===== config.mk =====
export PLATFORM = sky130hd
export DESIGN_NAME = trdb_branch_map_ctrl
export DESIGN_NICKNAME = d
export VERILOG_FILES = /design/src/rtl/trdb_pkg.sv /design/src/rtl/trdb_branch_map_ctrl.sv
export SDC_FILE = /design/constraint.sdc
export NUM_CORES = 1
export LEC_CHECK = 0
export BUFFER_PORTS_ARGS = -buffer_cell sky130_fd_sc_hd__buf_2
export CAP_MARGIN = 25
export CORE_MARGIN = 2
export CORE_UTILIZATION = 50
export DETAILED_ROUTE_END_ITERATION = 10
export HOLD_SLACK_MARGIN = 0.02
export PLACE_DENSITY = 0.84
export SETUP_SLACK_MARGIN = 0.4
export SKIP_LAST_GASP = 1
export SLEW_MARGIN = 10
export SYNTH_ARGS = -nofsm -noshare
export SYNTH_HDL_FRONTEND = slang
export SYNTH_SLANG_ARGS = --single-unit
export TNS_END_PERCENT = 50

===== constraint.sdc =====
create_clock -name clk_i -period 9.2 [get_ports clk_i]
set_input_delay 0.46 -clock clk_i [delete_from_list [all_inputs] [get_ports clk_i]]
set_output_delay 0.46 -clock clk_i [all_outputs]
set_load 0.02 [all_outputs]

===== src/rtl/trdb_pkg.sv =====
// Shared types and sizing constants for the trace debugger branch-map path.
package trdb_pkg;

  localparam int unsigned TRDB_BMAP_LEN   = 31;
  localparam int unsigned TRDB_BMAP_CNT_W = 5;

  // Why a branch packet was cut.
  typedef enum logic [1:0] {
    REASON_NONE   = 2'b00,
    REASON_FULL   = 2'b01,
    REASON_FORCED = 2'b10
  } trdb_bm_reason_e;

endpackage : trdb_pkg


===== src/rtl/trdb_branch_map_ctrl.sv =====
// Branch map sequencer: forwards retired branch outcomes into the external
// branch map, mirrors its fill level, snapshots it into a one-entry packet
// slot on a full map or a forced request, and flushes the map a cycle later.
module trdb_branch_map_ctrl
  import trdb_pkg::*;
#(
  parameter int unsigned MAP_LEN = TRDB_BMAP_LEN,
  parameter int unsigned CNT_W   = TRDB_BMAP_CNT_W
) (
  input  logic               clk_i,
  input  logic               rst_ni,
  input  logic               ivalid_i,
  input  logic               is_branch_i,
  input  logic               branch_taken_i,
  input  logic               flush_req_i,
  output logic               stall_o,
  output logic               bmap_valid_o,
  output logic               bmap_taken_o,
  output logic               bmap_flush_o,
  input  logic [MAP_LEN-1:0] map_i,
  input  logic [CNT_W-1:0]   branches_i,
  output logic               pkt_valid_o,
  input  logic               pkt_ready_i,
  output logic [MAP_LEN-1:0] pkt_map_o,
  output logic [CNT_W-1:0]   pkt_branches_o,
  output logic [1:0]         pkt_reason_o,
  output logic               cnt_err_o
);

  // Index of the last map entry: a branch landing here fills the map.
  localparam logic [CNT_W-1:0] LAST_IDX = CNT_W'(MAP_LEN - 1);

  typedef enum logic {
    SLOT_IDLE,
    SLOT_HOLD
  } slot_state_e;

  slot_state_e       slot_q;
  logic [CNT_W-1:0]  cnt_q;
  logic              flush_pend_q;
  logic [MAP_LEN-1:0] pkt_map_q;
  logic [CNT_W-1:0]  pkt_branches_q;
  trdb_bm_reason_e   reason_q;
  logic              cnt_err_q;

  logic             pkt_valid_q;
  logic [CNT_W-1:0] cnt_eff;
  logic [CNT_W-1:0] cnt_next;
  logic             last_slot_req;
  logic             branch_in;
  logic             full_ev;
  logic             force_ev;
  logic             slot_free;
  logic             emit;

  assign pkt_valid_q = (slot_q == SLOT_HOLD);

  // The map is being cleared this cycle, so its old count no longer applies.
  assign cnt_eff = flush_pend_q ? '0 : cnt_q;

  // Stall is built only from registers and raw inputs so upstream valid can
  // never loop back through it.
  assign last_slot_req = ivalid_i & is_branch_i & (cnt_eff == LAST_IDX);
  assign stall_o       = pkt_valid_q & ~pkt_ready_i & (flush_req_i | last_slot_req);

  assign branch_in = ivalid_i & is_branch_i & ~stall_o;
  assign cnt_next  = cnt_eff + {{(CNT_W-1){1'b0}}, branch_in};
  assign full_ev   = branch_in & (cnt_eff == LAST_IDX);
  assign force_ev  = flush_req_i & (cnt_next != '0);
  assign slot_free = ~pkt_valid_q | pkt_ready_i;
  assign emit      = (full_ev | force_ev) & slot_free;

  assign bmap_valid_o   = branch_in;
  assign bmap_taken_o   = branch_taken_i;
  assign bmap_flush_o   = flush_pend_q;
  assign pkt_valid_o    = pkt_valid_q;
  assign pkt_map_o      = pkt_map_q;
  assign pkt_branches_o = pkt_branches_q;
  assign pkt_reason_o   = reason_q;
  assign cnt_err_o      = cnt_err_q;

  // Packet slot FSM, mirror counter and the delayed map flush.
  always_ff @(posedge clk_i or negedge rst_ni) begin
    // NOTE: all state uses non-blocking assignments so every register samples
    // the pre-edge values, independent of statement order.
    if (!rst_ni) begin
      slot_q         <= SLOT_IDLE;
      cnt_q          <= '0;
      flush_pend_q   <= 1'b0;
      pkt_map_q      <= '0;
      pkt_branches_q <= '0;
      reason_q       <= REASON_NONE;
    end else begin
      flush_pend_q <= emit;
      cnt_q        <= emit ? '0 : cnt_next;

      case (slot_q)
        SLOT_IDLE: if (emit) slot_q <= SLOT_HOLD;
        SLOT_HOLD: if (pkt_ready_i && !emit) slot_q <= SLOT_IDLE;
        default:   slot_q <= SLOT_IDLE;
      endcase

      // The map output already includes this cycle's branch.
      if (emit) begin
        pkt_map_q      <= map_i;
        pkt_branches_q <= branches_i;
        reason_q       <= full_ev ? REASON_FULL : REASON_FORCED;
      end else if (pkt_valid_q && pkt_ready_i) begin
        reason_q <= REASON_NONE;
      end
    end
  end

  // Sticky flag when the map's own count disagrees with the mirror.
  always_ff @(posedge clk_i or negedge rst_ni) begin
    if (!rst_ni) begin
      cnt_err_q <= 1'b0;
    end else if (!flush_pend_q && (branches_i != cnt_next)) begin
      cnt_err_q <= 1'b1;
    end
  end

endmodule : trdb_branch_map_ctrl


### Word-level counts from Yosys, hierarchy flattened

Index checks and enable logic that the tools add are counted.

* bits in registers: 46
* latch bits: 0
* RAM bits: 0
* memory bits (read-only): 0
* output and inout port bits: 44
* logic and storage cells: 39
* memories: 0

* $add $sub $neg: 1
* $mul: 0
* div/mod/pow operators: 0
* order comparisons: 0
* equality and inequality tests: 2
* shifts and indexed selects: 0
* muxes and demuxes: 8
* bitwise operators: 14
* reductions and logical operators: 7

Operators with widths (count)
* 5-bit two-way mux: 2
* 1-bit bitwise AND: 8
* 2-bit two-way mux: 3
* 5-bit by 1-bit adder with 5-bit output: 1
* 5-bit == test (second input constant): 1
* 5-bit != test: 1
* 5-bit nonzero test: 1
* 1-bit logical AND: 3
* 1-bit NOT: 3
* 1-bit bitwise OR: 3
* 1-bit zero test: 2
* 1-bit two-way mux: 2
* 1-bit case mux with 2 select lines: 1
* 2-bit nonzero test: 1

### Longest topological paths before layout

Gate-level depths: netlist of the first run.

* depth in word-level cells: 16
* depth in mapped cells: 14
* gate-level depth less buffers: 13

### Worst setup path after synthesis of the first run

No wires, ideal clock.

* path type: reg-to-reg
* from: reg flush_pend_q, in the netlist bmap_flush_o
* to: reg pkt_map_q[10], in the netlist pkt_map_o[10]
* setup time: 127 ps
* data arrival time: 3543 ps
* setup slack: 5529 ps
* cell stages (with the launch flop): 15
* clock period less this slack: 3671 ps
* path through: dfrtp_1 -> nand2b_1 -> nor4_2 -> nor2_1 -> nor2_1 -> nor2_1 -> ha_1 -> ha_1 -> nand3_1 -> mux2i_2 -> a41oi_1 -> a21oi_4 -> inv_4 -> buf_6 -> mux2_1

* word-level cells in the longest chain between the ends: 12

RTL lines
* start, declared: RTL line trdb_branch_map_ctrl.sv:40 `logic flush_pend_q;`
* start signal, assigned: RTL line trdb_branch_map_ctrl.sv:94 `flush_pend_q <= emit;`
* 5-bit two-way mux (*): RTL line trdb_branch_map_ctrl.sv:59 `assign cnt_eff = flush_pend_q ? '0 : cnt_q;`
* 5-bit == test (*): RTL line trdb_branch_map_ctrl.sv:63 `assign last_slot_req = ivalid_i & is_branch_i & (cnt_eff == LAST_IDX);`
* 1-bit bitwise AND (*): RTL line trdb_branch_map_ctrl.sv:63
* 1-bit bitwise OR (*): RTL line trdb_branch_map_ctrl.sv:64 `assign stall_o = pkt_valid_q & ~pkt_ready_i & (flush_req_i | last_slot_req);`
* 1-bit bitwise AND (*): RTL line trdb_branch_map_ctrl.sv:64
* named net stall_o: RTL line trdb_branch_map_ctrl.sv:16 `output logic stall_o,`
* 1-bit NOT (*): RTL line trdb_branch_map_ctrl.sv:66 `assign branch_in = ivalid_i & is_branch_i & ~stall_o;`
* 1-bit bitwise AND (*): RTL line trdb_branch_map_ctrl.sv:66
* named net bmap_valid_o: RTL line trdb_branch_map_ctrl.sv:17 `output logic bmap_valid_o,`
* 5-bit by 1-bit adder with 5-bit output: RTL line trdb_branch_map_ctrl.sv:67 `assign cnt_next = cnt_eff + {{(CNT_W-1){1'b0}}, branch_in};`
* 5-bit nonzero test: RTL line trdb_branch_map_ctrl.sv:69 `assign force_ev = flush_req_i & (cnt_next != '0);`
* 1-bit bitwise AND: RTL line trdb_branch_map_ctrl.sv:69
* 1-bit bitwise OR (*): RTL line trdb_branch_map_ctrl.sv:71 `assign emit = (full_ev | force_ev) & slot_free;`
* 1-bit bitwise AND (*): RTL line trdb_branch_map_ctrl.sv:71
* end signal, assigned: RTL line trdb_branch_map_ctrl.sv:105 `pkt_map_q <= map_i;`
* end, declared: RTL line trdb_branch_map_ctrl.sv:41 `logic [MAP_LEN-1:0] pkt_map_q;`

The timed path passes the listed nets; every way through them passes the cells marked *.
A chain may end at the register's enable or synchronous reset.

### Worst setup path after layout of the first run

* from: reg flush_pend_q, in the netlist bmap_flush_o
* to: reg pkt_map_q[30], in the netlist pkt_map_o[30]

* word-level cells in the longest chain between the ends: 12

RTL lines (RTL line)
* 5-bit two-way mux (*): trdb_branch_map_ctrl.sv:59
* 5-bit == test: trdb_branch_map_ctrl.sv:63, trdb_branch_map_ctrl.sv:68
* 1-bit bitwise AND: trdb_branch_map_ctrl.sv:63
* 1-bit bitwise OR: trdb_branch_map_ctrl.sv:64
* 1-bit bitwise AND: trdb_branch_map_ctrl.sv:64
* 1-bit NOT: trdb_branch_map_ctrl.sv:66
* 1-bit bitwise AND: trdb_branch_map_ctrl.sv:66
* 5-bit by 1-bit adder with 5-bit output: trdb_branch_map_ctrl.sv:67
* 5-bit nonzero test: trdb_branch_map_ctrl.sv:69
* 1-bit bitwise AND: trdb_branch_map_ctrl.sv:69
* 1-bit bitwise OR (*): trdb_branch_map_ctrl.sv:71
* 1-bit bitwise AND (*): trdb_branch_map_ctrl.sv:71

Mark *: on every way between the ends. The rest lies on a longest branch, timed or not.

==> metrics, run 1 <==
final estimated routing congestion in global placement=0.799; WHS=around 0.092 ns; Synth Instances=142; n_diodes=0; CTS tree=built; fin area=0.00254 mm2; FFs w/ async S/R, synth=1.00; antenna-violating nets left=0; setup TNS=0 ns; DRC Markers=0; fin nets=around 280; vias in the first global route=~1500; Final Cycle Share=0.387; Die Wd=66.8 um; pin slew with the least headroom to its limit=between 0.5 and 0.6 ns; input/output buffers=84; Root Buffer=clkbuf_8; floorplan row count=22; Final setup viols=0; layout cells sized above 1=0.424; crit start category=flip-flop; largest area contributor in the netlist=dfrtp_1; post-DP HPWL=2920 um; Pwr Density=347 mW/mm2; Most used DFF post-synth=dfrtp_1; worst setup path endpoint=pkt_map_o[30]; Vias per Instance=5.03; achievable clock frequency=approximately 280 MHz; Skew-Pair Late Insertion Delay=slightly below 0.3 ns; minimum clock period=3.56 ns; FF-to-FF Start=bmap_flush_o; Syn Nets=about 190; clock skew=0.00444 ns; worst reg2reg setup slack=5.64 ns; Max FO, Critical Path=33; crit end category=flip-flop; Worst setup startpoint=bmap_flush_o; global-route wire length before repair=approximately 6400 um; number of synthesized flops with an enable pin=0; run status=complete, no violations; Slew Viols, Final=0; Worst slew margin=0.654; Yosys reg bits=46; Synth top area share=0.584; core area=0.00372 mm2; Crit path required time=between 9 and 10 ns; RSZ-0062 raised after global routing=no; CTS resizes=0; drt first-iter violations=71; synthesized area=0.00197 mm2; syn_area_per_cell=about 14 um2; Total Routed Length=3780 um; most frequent cells in the layout=buf_2 (84), dfrtp_1 (46), mux2_1 (36); number of setup buffers added after CTS=0; sequential area share after synthesis=0.584; total number of vias=1402; total congestion overflow=0; router iterations before antenna repair=4; Placed Instance Area=0.00241 mm2; die footprint=between 0.004 and 0.005 mm2; total track usage=0.195; # IOs=87; Hold WC Path Type=primary input to async pin; Yosys cell types=30; Layout area overhead=28.9%; post-DR wirelength/cell=about 14 um; Hold Fails Final Rpt=0; most common cell after layout, fill and taps aside=buf_2; clk slew on worst S/H paths=0.08 ns; Worst EP arrival=~3.7 ns; worst-case reg-to-reg path depth=13; worst flop-to-flop path endpoint=pkt_map_o[30]; pin count of the biggest net entering global routing=47; Hold-fix buffers, CTS=0; Pwr Total=between 0.0008 and 0.0009 W; Max clock buf depth=2; maximum VDD drop=194 uV; max-cap violations=0; CTS Buf Count=5; yosys warns=0; CTS sink count=46; Initial Utilization=0.530; Setup CP Type=flip-flop to flip-flop; H-tree depth=2; initial antenna violation count=0; Leakage Power=1.25 nW; largest cells by area after synthesis=dfrtp_1 (58%), mux2_1 (21%), nor2_1 (2.1%); Die Y=66.8 um
-- synthesized netlist by cell type, types with 2 or more instances --
cell type	instances
ha_1	2
nand2_1	5
dfrtp_1	46
inv_1	4
xor2_1	4
nor2b_1	4
mux2i_2	2
nand2b_1	3
nand3_1	2
nor2_1	11
mux2_1	36
and2_1	2
buf_6	3
a21oi_1	2
-- per-stage QoR --
step	utilization	instances	setup WS, ns
after floorplan	-	142	5.53
after global placement	0.648	270	5.70
after detailed placement	0.648	270	5.59
after CTS	0.678	278	5.62
after global routing	0.684	279	5.30
final	0.684	279	5.64
-- cells by family after synthesis --
| group | share of synthesized area |
|---|---|
| buffers and inverters | 0.0317 |
| AOI/OAI and AO/OA | 0.0375 |
| DFF | 0.584 |
| muxes | 0.220 |
| xor gates and xnor gates | 0.0305 |
| adders and majority gates | 0.0127 |
| and+or+nand+nor | 0.0838 |
-- critical path, cell delays in order, from the launching register on --
cell and delay (ns):
dfrtp_1 0.47, nand2b_1 0.23, nor4_2 0.40, nor2_1 0.11, nor2_1 0.16, nor2_1 0.07
ha_1 0.20, ha_1 0.23, nand3_1 0.12, mux2i_2 0.33, a41oi_1 0.21, a21oi_4 0.31
inv_4 0.22, mux2_1 0.37
-- cell type report --
| class | instances | area, um2 |
|---|---|---|
| clock inverter | 2 | 37.5 |
| fill | 308 | 1180 |
| tap | 48 | 60.1 |
| inverter | 5 | 21.3 |
| timing repair buffer | 85 | 440 |
| clock buffer | 6 | 72.6 |
| multi-input combinational | 87 | 757 |
| sequential | 46 | 1150 |
-- power by group --
group          total, W  leakage, nW  switching [W]  internal, W
logic          0.000394        0.649       0.000236     0.000157
clock network  0.000145       0.0514      0.0000636    0.0000810
registers      0.000343        0.551      0.0000474     0.000296
-- metal layers --
layer / up-vias / wire length (um) / track usage
met5: - / 0 / 0
met2: 55 / 1910 / 0.325
met3: 5 / 288 / 0.0676
met4: 0 / 40 / 0.0765
li1: 667 / - / -
met1: 675 / 1540 / 0.231
-- worst min path at each step --
stage | from | endpoint | slack, ns | depth (start not counted)
finish | rst_ni | pkt_map_o[11] | 0.09 | 1
global placement | pkt_map_o[26] | pkt_map_o[26] | 0.46 | 1
detailed placement | pkt_map_o[0] | pkt_map_o[0] | 0.47 | 1
CTS | rst_ni | pkt_map_o[5] | 0.35 | 1
global route | rst_ni | pkt_map_o[5] | 0.11 | 1
floorplan | rst_ni | bmap_flush_o | 0.16 | 0
-- registers in the layout (all words and copies together), names as in the netlist --
signal          flops
pkt_map_o          31
cnt_q               5
pkt_branches_o      5
pkt_reason_o        2
bmap_flush_o        1
cnt_err_o           1
pkt_valid_o         1
(Power assumes the default switching activity.)
==> run 2, diff against run 1 <==
--- a/config.mk
+++ b/config.mk
@@ -5,13 +5,14 @@
 export SDC_FILE = /design/constraint.sdc
 export NUM_CORES = 1
 export LEC_CHECK = 0
+export ABC_AREA = 1
 export BUFFER_PORTS_ARGS = -buffer_cell sky130_fd_sc_hd__buf_2
 export CAP_MARGIN = 25
 export CORE_MARGIN = 2
-export CORE_UTILIZATION = 50
+export CORE_UTILIZATION = 42
 export DETAILED_ROUTE_END_ITERATION = 10
 export HOLD_SLACK_MARGIN = 0.02
-export PLACE_DENSITY = 0.84
+export PLACE_DENSITY = 0.75
 export SETUP_SLACK_MARGIN = 0.4
 export SKIP_LAST_GASP = 1
 export SLEW_MARGIN = 10
==> constraint.sdc (replaced) <==
create_clock -name clk_i -period 3.2 [get_ports clk_i]
set_input_delay 0.16 -clock clk_i [delete_from_list [all_inputs] [get_ports clk_i]]
set_output_delay 0.16 -clock clk_i [all_outputs]
set_load 0.02 [all_outputs]
==> run 2 against run 1 <==
Effect of this change: synthesized cell count rose by 67%; sequential cell count did not move; clock power rose to 3.0 times the previous value; fmax rose by 34%; synthesized area rose by 0.70%; die area rose by 19%; worst hold slack got worse by 0.046 ns; first-iteration DRC count rose by 86%; wire length rose by 28%.
==> metrics, run 2 <==
run status=complete, no violations; Hold WC Path Type=primary input to flip-flop; FFs w/ async S/R, synth=1.00 (unchanged); Layout area overhead=37.3%; Final Cycle Share=0.830 (+0.443); CTS tree=built; global-route wire length before repair=7400 um (+17%); flip-flop count of the largest register after layout=31 (unchanged); pin count of the biggest net entering global routing=47 (unchanged); final estimated routing congestion in global placement=0.905 (+13%); Max FO, Critical Path=12 (-64%); CTS Buf Count=5 (unchanged); Initial Utilization=0.429 (-0.102); RSZ-0062 raised after global routing=no; Post-synth top cells=nand2_1 (121), dfrtp_1 (46), inv_1 (18), nor2_1 (11), nand3_1 (10); Leakage Power=1.60 nW (+28%); Setup CP Type=flip-flop to flip-flop; Syn Nets=282 (+51%); Pwr Density=997 mW/mm2 (+190%); clock skew=0.00723 ns (+0.00280 ns); sequential area share after synthesis=0.580 (-0.00405); pin slew with the least headroom to its limit=0.363 ns (-0.152 ns); CTS sink count=46 (unchanged); DRC Markers=0 (unchanged); Most used DFF post-synth=dfrtp_1; Slew Viols, Final=0 (unchanged); setup TNS=0 ns (unchanged); number of synthesized flops with an enable pin=0 (unchanged); achievable clock frequency=377 MHz (+34%); minimum clock period=2.66 ns (-0.904 ns); Die Wd=72.7 um (+8.9%); largest cells by area after synthesis=dfrtp_1 (58%), nand2_1 (23%), inv_1 (3.4%); crit end category=flip-flop; Max clock buf depth=2 (unchanged); Die Y=72.7 um (+8.9%); yosys warns=0 (unchanged); total number of vias=1815 (+29%); # IOs=87 (unchanged); max-cap violations=0 (unchanged); Worst EP arrival=2.84 ns (-0.89 ns); hold path cells=3; Skew-Pair Late Insertion Delay=0.30 ns (about the same); Yosys cell types=20 (-33%); Synth top area share=0.580 (-0.00405); maximum VDD drop=402 uV (+110%); drt first-iter violations=132 (+86%); worst-case reg-to-reg path depth=19 (+6); H-tree depth=2 (unchanged); most common cell after layout, fill and taps aside=nand2_1; input/output buffers=84 (unchanged); core area=0.00463 mm2 (+25%); post-DR wirelength/cell=12.6 um (-6.9%); Yosys reg bits=46 (unchanged); die footprint=0.00529 mm2 (+19%); floorplan row count=25 (+14%); synthesized area=0.00198 mm2 (+0.70%); n_diodes=0 (unchanged); Final setup viols=0 (unchanged); Worst slew margin=0.758 (+0.104); largest area contributor in the netlist=dfrtp_1; post-DP HPWL=3330 um (+14%); most frequent cells in the layout=nand2_1 (121), buf_2 (84), dfrtp_1 (46); fin nets=373 (+36%); vias in the first global route=1619 (+11%); top-count cell post-synth=nand2_1; syn_area_per_cell=8.37 um2 (-40%); total congestion overflow=0 (unchanged); total track usage=0.183 (-0.0117); initial antenna violation count=0 (unchanged); router iterations before antenna repair=4 (unchanged); Hold Fails Final Rpt=0 (unchanged); Total Routed Length=4840 um (+28%); Root Buffer=clkbuf_8; crit start category=flip-flop; Pwr Total=0.00272 W (+210%); Vias per Instance=4.74 (-5.7%); antenna-violating nets left=0 (unchanged); clk slew on worst S/H paths=0.09 ns (about the same); layout cells sized above 1=0.337 (-0.0869); Synth Instances=237 (+67%); Crit path required time=3.38 ns (-5.99 ns)
## run 2: changes by cell type after synthesis, sizes merged, moves of 4 or more
cell   previous run  this run
nand2             5       123
inv               5        19
buf               4         9
mux2             36         0
nand3             2        11
o21ai             1         6
nor2b             4         0
## run 2: per-layer routing
layer  wire length (um)  global-route usage  share of wire
met1               2060               0.238           0.43
met5                  0                   0              0
met2               2480               0.290           0.51
met4                 87              0.0844          0.018
met3                212              0.0442          0.044
## run 2: worst paths after layout
| kind | start | endpoint | slack (ns) |
|---|---|---|---|
| max in group asynchronous | rst_ni | pkt_map_o[20] | 2.39 |
| hold / removal | map_i[9] | pkt_map_o[9] | 0.05 |
| setup reg to reg | bmap_flush_o | pkt_branches_o[2] | 0.54 |
| setup / recovery | bmap_flush_o | pkt_branches_o[2] | 0.54 |
| min in group asynchronous | rst_ni | pkt_map_o[2] | 0.32 |
| hold reg to reg | cnt_err_o | cnt_err_o | 0.47 |
## run 2: kinds of logic (layout without fill, tap and decap cells)
| group | after synthesis | in the layout | share of synthesized area |
|---|---|---|---|
| AND/OR/NAND/NOR | 147 | 147 | 0.292 |
| flip-flops | 46 | 46 | 0.580 |
| buffers and inverters | 28 | 120 | 0.0725 |
| AO/OA/AOI/OAI | 13 | 13 | 0.0385 |
| adder cells (fa/ha/maj) | 2 | 2 | 0.0126 |
| XOR/XNOR | 1 | 1 | 0.00441 |
## run 2: cell type report
| cell class | count | area (um2) |
|---|---|---|
| inverters | 19 | 71.3 |
| clock buffers | 6 | 72.6 |
| well taps | 54 | 67.6 |
| repair buffers | 93 | 571 |
| multi-input cells | 163 | 754 |
| fillers | 406 | 1900 |
| clock inverters | 2 | 37.5 |
| flip-flops and latches | 46 | 1150 |
## run 2: power by group
part           total (W)  switching [W]  internal (W)
Sequential      0.000969       0.000136      0.000833
Combinational    0.00131       0.000816      0.000496
Clock           0.000435       0.000202      0.000233
Total            0.00272        0.00115       0.00156
## run 2: per-stage QoR
stage	cell area [um2]	cells	setup slack (ns)	utilization	hold WS, ns
final	2730	383	0.544	0.589	0.0466
after global routing	2730	383	0.397	0.589	0.0500
after CTS	2560	378	0.456	0.554	0.0422
after detailed placement	2450	370	0.407	0.529	0.320
after global placement	2450	370	0.546	0.529	0.320
after floorplan	2000	237	0.420	-	-0.136
## run 2: timing repair
item / in CTS / in global routing
gates cloned: 0 / 2
resized for setup: 1 / 16
hold buffers: 0 / 1
buffers inserted: 0 / 1
hold endpoints to repair: 0 / 14
setup endpoints to repair: 16 / 45
## run 2: worst max-delay path: stages, from the launching register on
cell and delay [ns]:
dfrtp_1 0.42, inv_2 0.12, nand2_1 0.08, inv_2 0.12
nand3_4 0.13, a21oi_4 0.16, nor2_1 0.09, ha_1 0.23
ha_4 0.18, inv_1 0.08, nand3_2 0.10, nand3_1 0.10
nor2_1 0.05, nand2_1 0.06, nand2_2 0.08, nand2_1 0.12
nand2_4 0.11, buf_12 0.17, nand2_1 0.06, o21ai_0 0.08
==> run 3, diff against run 2 <==
--- a/config.mk
+++ b/config.mk
@@ -9,10 +9,10 @@
 export BUFFER_PORTS_ARGS = -buffer_cell sky130_fd_sc_hd__buf_2
 export CAP_MARGIN = 25
 export CORE_MARGIN = 2
-export CORE_UTILIZATION = 42
+export CORE_UTILIZATION = 47
 export DETAILED_ROUTE_END_ITERATION = 10
 export HOLD_SLACK_MARGIN = 0.02
-export PLACE_DENSITY = 0.75
+export PLACE_DENSITY = 0.79
 export SETUP_SLACK_MARGIN = 0.4
 export SKIP_LAST_GASP = 1
 export SLEW_MARGIN = 10
==> constraint.sdc (replaced) <==
create_clock -name clk_i -period 2.7 [get_ports clk_i]
set_input_delay 0.135 -clock clk_i [delete_from_list [all_inputs] [get_ports clk_i]]
set_output_delay 0.135 -clock clk_i [all_outputs]
set_load 0.02 [all_outputs]
==> run 3 against run 2 <==
Effect of this change: global-route usage increased by 5.2 points; die area shrank 10%; largest cell class unchanged; count of clock-buffer cells in the layout increased by 1; combinational power grew 44%; clock skew is 0.0043 ns higher; sequential share of layout area down 3.3 points; non-clock buffer count rose by 18.
==> metrics, run 3 (same netlist as run 2, synthesis figures left out) <==
crit end category=flip-flop; CP peak stage delay=0.43 ns (about the same); Hold Fails Final Rpt=0 (unchanged); layout cells sized above 1=0.380 (+0.0430); Final setup viols=0 (unchanged); Slew Viols, Final=0 (unchanged); clock skew=0.0115 ns (+0.00427 ns); # IOs=87 (unchanged); post-DP HPWL=3230 um (-2.8%); Worst slew margin=0.793 (+0.0350); fin nets=391 (+4.8%); Pwr Total=0.00349 W (+28%); input/output buffers=84 (unchanged); router iterations before antenna repair=4 (unchanged); Crit path required time=2.94 ns (-0.44 ns); Initial Utilization=0.493 (+0.0639); Hold WC Path Type=primary input to flip-flop; Skew-Pair Late Insertion Delay=0.31 ns (about the same); initial antenna violation count=0 (unchanged); Layout area overhead=49.1%; total congestion overflow=0 (unchanged); pin slew with the least headroom to its limit=0.311 ns (-0.0524 ns); cell at the slowest stage of the critical path=dfrtp_2; Total Routed Length=5480 um (+13%); Root Buffer=clkbuf_8; most common cell after layout, fill and taps aside=nand2_1; Worst EP arrival=2.70 ns (-0.14 ns); WP depth=19 (unchanged); Max clock buf depth=2 (unchanged); Hold Path End=pkt_map_o[15]; global-route wire length before repair=7950 um (+7.4%); Setup CP Type=flip-flop to flip-flop; die footprint=0.00476 mm2 (-10%); vias in the first global route=1709 (+5.6%); pin count of the biggest net entering global routing=47 (unchanged); crit start category=flip-flop; setup TNS=0 ns (unchanged); floorplan row count=23 (-8.0%); fin area=0.00296 mm2 (+8.6%); Crit path buffers/inverters=5 (+1); Vias per Instance=4.80 (+1.3%); core area=0.00403 mm2 (-13%); H-tree depth=2 (unchanged); final estimated routing congestion in global placement=0.848 (-6.3%); CTS tree=built; total number of vias=1905 (+5.0%); CTS sink count=46 (unchanged); worst-case reg-to-reg path depth=19 (unchanged); FF-to-FF Start=bmap_flush_o; Final Cycle Share=0.908 (+0.0782); Die Y=69.0 um (-5.2%); minimum clock period=2.45 ns (-0.204 ns); max-cap violations=0 (unchanged); achievable clock frequency=408 MHz (+8.3%); Max FO, Critical Path=19 (+7); delay-heaviest family, CP=simple AND/OR/NAND/NOR gates; antenna-violating nets left=0 (unchanged); Leakage Power=1.71 nW (+6.9%); Pwr Density=1180 mW/mm2 (+18%); post-DR wirelength/cell=13.8 um (+9.2%); CTS Buf Count=5 (unchanged); worst flop-to-flop path endpoint=pkt_map_o[29]; RSZ-0062 raised after global routing=yes; Placed Instance Area=0.00250 mm2 (+2.3%); n_diodes=0 (unchanged); maximum VDD drop=617 uV (+54%); critical-path cell list=inv_4 -> nand3_2 -> inv_2 -> nand3_4 -> a21oi_4 -> nor2_4 -> ha_4 -> ha_4 -> inv_2 -> nand3_2 -> nand3_2 -> nor2_1 -> nand2_1 -> nand2_2 -> buf_4 -> a21boi_4 -> clkbuf_16 -> nand2_1 -> nand2_1; worst reg2reg setup slack=0.25 ns (-0.30 ns); run status=complete, no violations; hold_sp=map_i[15]; drt first-iter violations=128 (-3.0%); hold path cells=3 (unchanged); Die Wd=69.0 um (-5.2%); clk slew on worst S/H paths=0.09 ns (about the same); flip-flop count of the largest register after layout=31 (unchanged); DRC Markers=0 (unchanged); most frequent cells in the layout=nand2_1 (120), buf_2 (84), dfrtp_1 (45); Fill cells=310 (-24%); total track usage=0.235 (+0.0520)
[run 3: cell types whose count changed in the layout (fill, tap and decap cells not counted), moves of 3 or more]
| cell | before | now |
|---|---|---|
| buf_16 | 0 | 3 |
| dlygate4sd3_1 | 1 | 6 |
| o21ai_0 | 6 | 3 |
| buf_4 | 1 | 11 |
| o21ai_1 | 0 | 3 |
[run 3: layout make-up]
| class | count | area [um2] | area share |
|---|---|---|---|
| Clock buffer | 7 | 86.3 | 0.0292 |
| Clock inverter | 1 | 8.76 | 0.00296 |
| Inverter | 19 | 73.8 | 0.0249 |
| Multi-Input combinational cell | 163 | 790 | 0.267 |
| Sequential cell | 46 | 1150 | 0.389 |
| Timing Repair Buffer | 111 | 786 | 0.266 |
| Tap cell | 50 | 62.6 | 0.0211 |
[run 3: worst reg2reg max path: cells and delay by family (launching register included)]
kind | cells | cell delay [ns]
and+or+nand+nor | 10 | 0.68
AOI/OAI and AO/OA | 2 | 0.37
adders and majority gates | 2 | 0.33
DFF | 1 | 0.43
buffers and inverters | 5 | 0.59
[run 3: power breakdown]
group | switching (W) | total, W | internal (W) | leakage [nW]
Combinational | 0.00109 | 0.00188 | 0.000792 | 1.08
Clock | 0.000242 | 0.000453 | 0.000212 | 0.0489
Sequential | 0.000164 | 0.00115 | 0.000988 | 0.574
Total | 0.00149 | 0.00349 | 0.00199 | 1.71
[run 3: what timing repair did]
action	4_1_cts	5_1_grt
pin swaps	8	0
hold endpoints to repair	5	11
endpoints found under the setup margin	45	45
gates cloned	3	1
hold buffers	5	1
buffers inserted	13	0
resized for setup	13	5
[run 3: stage by stage]
step	setup WS (ns)	std cells	hold WS (ns)	utilization
floorplan	0.206	237	-0.161	-
global placement	0.205	365	0.270	0.622
detailed placement	0.164	365	0.270	0.622
CTS	0.305	394	0.0211	0.717
global route	0.0738	397	0.0206	0.734
finish	0.248	397	0.0186	0.734
[run 3: how the worst max path moves through the flow]
stage	start	endpoint	slack [ns]
after floorplan	bmap_flush_o	pkt_map_o[10]	0.21
after global placement	bmap_flush_o	pkt_reason_o[0]	0.21
after CTS	bmap_flush_o	pkt_map_o[24]	0.31
final	bmap_flush_o	pkt_map_o[29]	0.25
after global routing	bmap_flush_o	cnt_err_o	0.07
after detailed placement	bmap_flush_o	pkt_branches_o[4]	0.16
[run 3: metal layers]
layer | share of wire | global-route usage | vias to the layer above
met5 | 0 | 0 | -
met4 | 0.023 | 0.108 | 0
met3 | 0.061 | 0.0487 | 11
met2 | 0.50 | 0.385 | 73
met1 | 0.41 | 0.300 | 881
li1 | - | - | 940
